===== src/rtl/counter.sv =====
// rtl/counter.sv - WIDTH-bit synchronous up-counter built from a T-flip-flop chain
//
// counter_tff: one T stage; flips on a falling edge of clock when toggle_i is 1.
//   clock    in  1  stage clock, falling-edge active
//   clear    in  1  synchronous active-high clear, wins over toggle_i
//   toggle_i in  1  toggle enable
//   q_o      out 1  stage value
//
// counter: free-running wrap-around counter, equivalent to a falling-edge ripple
// counter but with every stage on the same clock.
//   Q        out WIDTH  registered count
//   clock    in  1      falling-edge active clock
//   clear    in  1      synchronous active-high clear, sampled at the falling edge

module counter_tff (
  input  logic clock,
  input  logic clear,
  input  logic toggle_i,
  output logic q_o
);

  logic t_q;
  logic t_d;

  always_comb begin
    t_d = t_q;
    if (toggle_i) begin
      t_d = ~t_q;
    end
  end

  always_ff @(negedge clock) begin
    if (clear) begin
      t_q <= 1'b0;
    end else begin
      t_q <= t_d;
    end
  end

  assign q_o = t_q;

endmodule

module counter #(
  parameter int WIDTH = 4
) (
  output logic [WIDTH-1:0] Q,
  input  logic             clock,
  input  logic             clear
);

  // toggle_en[i] is 1 when every stage below i is 1, i.e. when the carry
  // into stage i is set; stage 0 always toggles.
  logic [WIDTH-1:0] toggle_en;

  assign toggle_en[0] = 1'b1;

  genvar i;
  generate
    for (i = 1; i < WIDTH; i++) begin : g_chain
      assign toggle_en[i] = toggle_en[i-1] & Q[i-1];
    end

    for (i = 0; i < WIDTH; i++) begin : g_stage
      counter_tff u_tff (
        .clock    (clock),
        .clear    (clear),
        .toggle_i (toggle_en[i]),
        .q_o      (Q[i])
      );
    end
  endgenerate

endmodule


===== config.mk =====
export PLATFORM = sky130hd
export DESIGN_NAME = counter
export DESIGN_NICKNAME = d
export VERILOG_FILES = /design/src/rtl/counter.sv
export SDC_FILE = /design/constraint.sdc
export NUM_CORES = 1
export LEC_CHECK = 0
export ABC_CLOCK_PERIOD_IN_PS = 2300
export CAP_MARGIN = 25
export CORE_AREA = 3 3 40 42
export CTS_BUF_LIST = sky130_fd_sc_hd__clkbuf_8
export CTS_CLUSTER_DIAMETER = 200
export DETAILED_ROUTE_END_ITERATION = 10
export DIE_AREA = 0 0 43 45
export PLACE_DENSITY = 0.3
export SLEW_MARGIN = 25
export SYNTH_ARGS = -nofsm -noshare
export SYNTH_HDL_FRONTEND = slang
export SYNTH_SLANG_ARGS = --single-unit

===== constraint.sdc =====
create_clock -name clock -period 2.3 [get_ports clock]
set_input_delay 0.345 -clock clock [delete_from_list [all_inputs] [get_ports clock]]
set_output_delay 0.345 -clock clock [all_outputs]
set_load 0.01 [all_outputs]

==> results.txt <==
Status = completed
Synth top cells by count = 4 x buf_4, 4 x dfxtp_1, 3 x nor2_1
RSZ-0062 raised after global routing = false
Slew HR = 0.916
Mean Syn Cell Area = 9.94 um2
Yosys top cell by area = dfxtp_1
Max_cap viols = 0
Synth Register Bits = 4
# clock sinks = 4
GRT Total Usage = 0.0474
Reg2reg start = g_stage[0].u_tff.q_o$_SDFF_NP0_
CTS clk-pin slew, worst paths = 0.03 ns
Die W = 43 um
Worst clock skew = 0.00288 ns
Hpwl dp = 245 um
Layout Nets = 35
I/O pin cnt = 6
Initial DRC Count = 3
Floorplan row count = 13
TritonCTS clock tree = yes
WL final = 326 um
Gpl congestion = 0.592
Core box area = 0.00128 mm2
WL met2 = 116 um
EDFF count, synth = 0
Reg-to-Reg End = g_stage[3].u_tff.q_o$_SDFFE_NP0P_
Post-synthesis cell type count = 11
Share of layout cells above drive strength 1 = 0.484
Vias = 148
P_leak = 0.156 nW
1st-pass router iterations = 2
Cells after synthesis = 19
Die H = 45 um
Mapped Area = 189 um2
FF-to-FF setup slack = 1.36 ns
Metal1 wirelength = 153 um
Critical Path, Cell by Cell = clkdlybuf4s50_1 > and2b_1 > mux2_4
Critical path class = input pin to register
Routed length on met3 = 41 um
Req. time, crit path = 1.31 ns
Residual DRC count = 0
Final core area utilization = 0.232
Area grow syn2layout = 57.6%
Endpoints failing setup = 0
Setup repair bufs after CTS = 0
Total gr overflow = 0
Max FFs per register = 4
CP max stage delay = 0.49 ns
Die area = 0.00194 mm2
Slowest CP cell = clkdlybuf4s50_1
Arr. time, crit path = 1.26 ns
Total power = 0.274 mW
WHS Endpoint = g_stage[0].u_tff.q_o$_SDFF_NP0_
Largest cells by area after synthesis = dfxtp_1 42%, buf_4 16%, mux2_4 7.9%
Port bufs = 5
Antenna violations before repair = 0
Least-Margin Pin Slew = 0.126 ns
Wire length per cell = 7.09 um
First-pass GRT wire length = 552 um
Max FO, Critical Path = 3
PwrDens = 920 mW/mm2
Vias per cell = 3.22
Clock tree buffer depth = 2
CTS root buf = clkbuf_8
Hold Path Depth = 2
Hold Vio Cnt, Final = 0
Clk_lat worst skew = 0.28 ns
Hold crit path type = register to register
Reg2Reg Depth = 3
Ys async rst share = 0
Seq/Total Area, Yosys = 0.424
Largest net degree at the start of global routing = 6
Synth top area share = 0.424
Top Metal Used = met4
Nature of the critical path startpoint = input pin
Num CTS Buffers = 3
Hold path start = g_stage[0].u_tff.q_o$_SDFF_NP0_
Primary FF master, synth = dfxtp_1
YS warnings = 0
Syn Nets = 21
Vias in the first global route = 164
Starting Density = 0.147
Post-DRT Antenna Nets = 0
# diodes = 0
Peak VDD IR = 0.000200 V
Final Max Slew Viols = 0
CP endpoint kind = register
H-tree depth = 1
==> kinds of logic after synthesis <==
kind of cell | share of synthesized area
compound gates | 0.0794
xor+xnor | 0.0464
buf+inv | 0.179
flops | 0.424
mux | 0.0794
simple gates | 0.192
==> cells in the final DEF, fill, tap and decap left out <==
master	n
and2b_1	1
a21oi_1	1
mux2_4	1
nor2_1	3
nand3b_1	1
a21bo_2	1
dfxtp_1	4
xnor2_1	1
clkbuf_8	3
inv_1	4
nand3_2	1
clkdlybuf4s50_1	1
buf_4	5
buf_2	4
==> power breakdown <==
part	internal [mW]	switching [mW]	leakage [nW]	total [mW]
clock	0.121	0.0483	0.0429	0.170
sequential	0.0745	0.00175	0.0329	0.0763
combinational	0.0157	0.0124	0.0799	0.0281
==> timing repair <==
| action | 4_1_cts | 5_1_grt |
|---|---|---|
| hold buffers | 0 | 0 |
| gates resized for setup | 16 | 0 |
| setup endpoints to repair | 4 | 0 |
| endpoints found under the hold margin | 0 | 0 |
==> critical path, delay by kind of cell <==
| family | cells | cell delay (ns) |
|---|---|---|
| mux | 1 | 0.24 |
| buf+inv | 1 | 0.49 |
| simple gates | 1 | 0.18 |
==> routing by layer <==
layer | GRT usage | vias to the layer above
li1 | - | 81
met1 | 0.0408 | 58
met2 | 0.0359 | 7
met3 | 0.0558 | 2
met4 | 0.0843 | 0
met5 | 0 | -
==> metrics by stage <==
step                setup TNS (ns)  area (um2)  instances  setup slack (ns)  hold slack (ns)
floorplan                        0         189         19             0.261            0.456
global placement            -0.386         265         40            -0.225            0.534
detailed placement          -0.391         265         40            -0.232            0.540
CTS                              0         298         46            0.0575            0.543
global route                     0         298         46            0.0258            0.569
finish                           0         298         46            0.0538            0.535
==> how the worst max path moves through the flow <==
| stage | depth (start not counted) | start | slack (ns) | to |
|---|---|---|---|---|
| CTS | 3 | clear | 0.06 | g_stage[3].u_tff.q_o$_SDFFE_NP0P_ |
| finish | 3 | clear | 0.05 | g_stage[3].u_tff.q_o$_SDFFE_NP0P_ |
| global route | 3 | clear | 0.03 | g_stage[3].u_tff.q_o$_SDFFE_NP0P_ |
| floorplan | 1 | g_stage[0].u_tff.q_o$_SDFF_NP0_ | 0.26 | Q[0] |
| global placement | 3 | clear | -0.23 | g_stage[3].u_tff.q_o$_SDFFE_NP0P_ |
| detailed placement | 3 | clear | -0.23 | g_stage[3].u_tff.q_o$_SDFFE_NP0P_ |
==> final cells by class <==
cell class / instances / area (um2)
clock inverters: 4 / 15.0
flip-flops and latches: 4 / 80.1
multi-input cells: 10 / 75.1
well taps: 15 / 18.8
fillers: 148 / 987
repair buffers: 10 / 67.6
clock buffers: 3 / 41.3
Power figures use the tool's default switching activity.
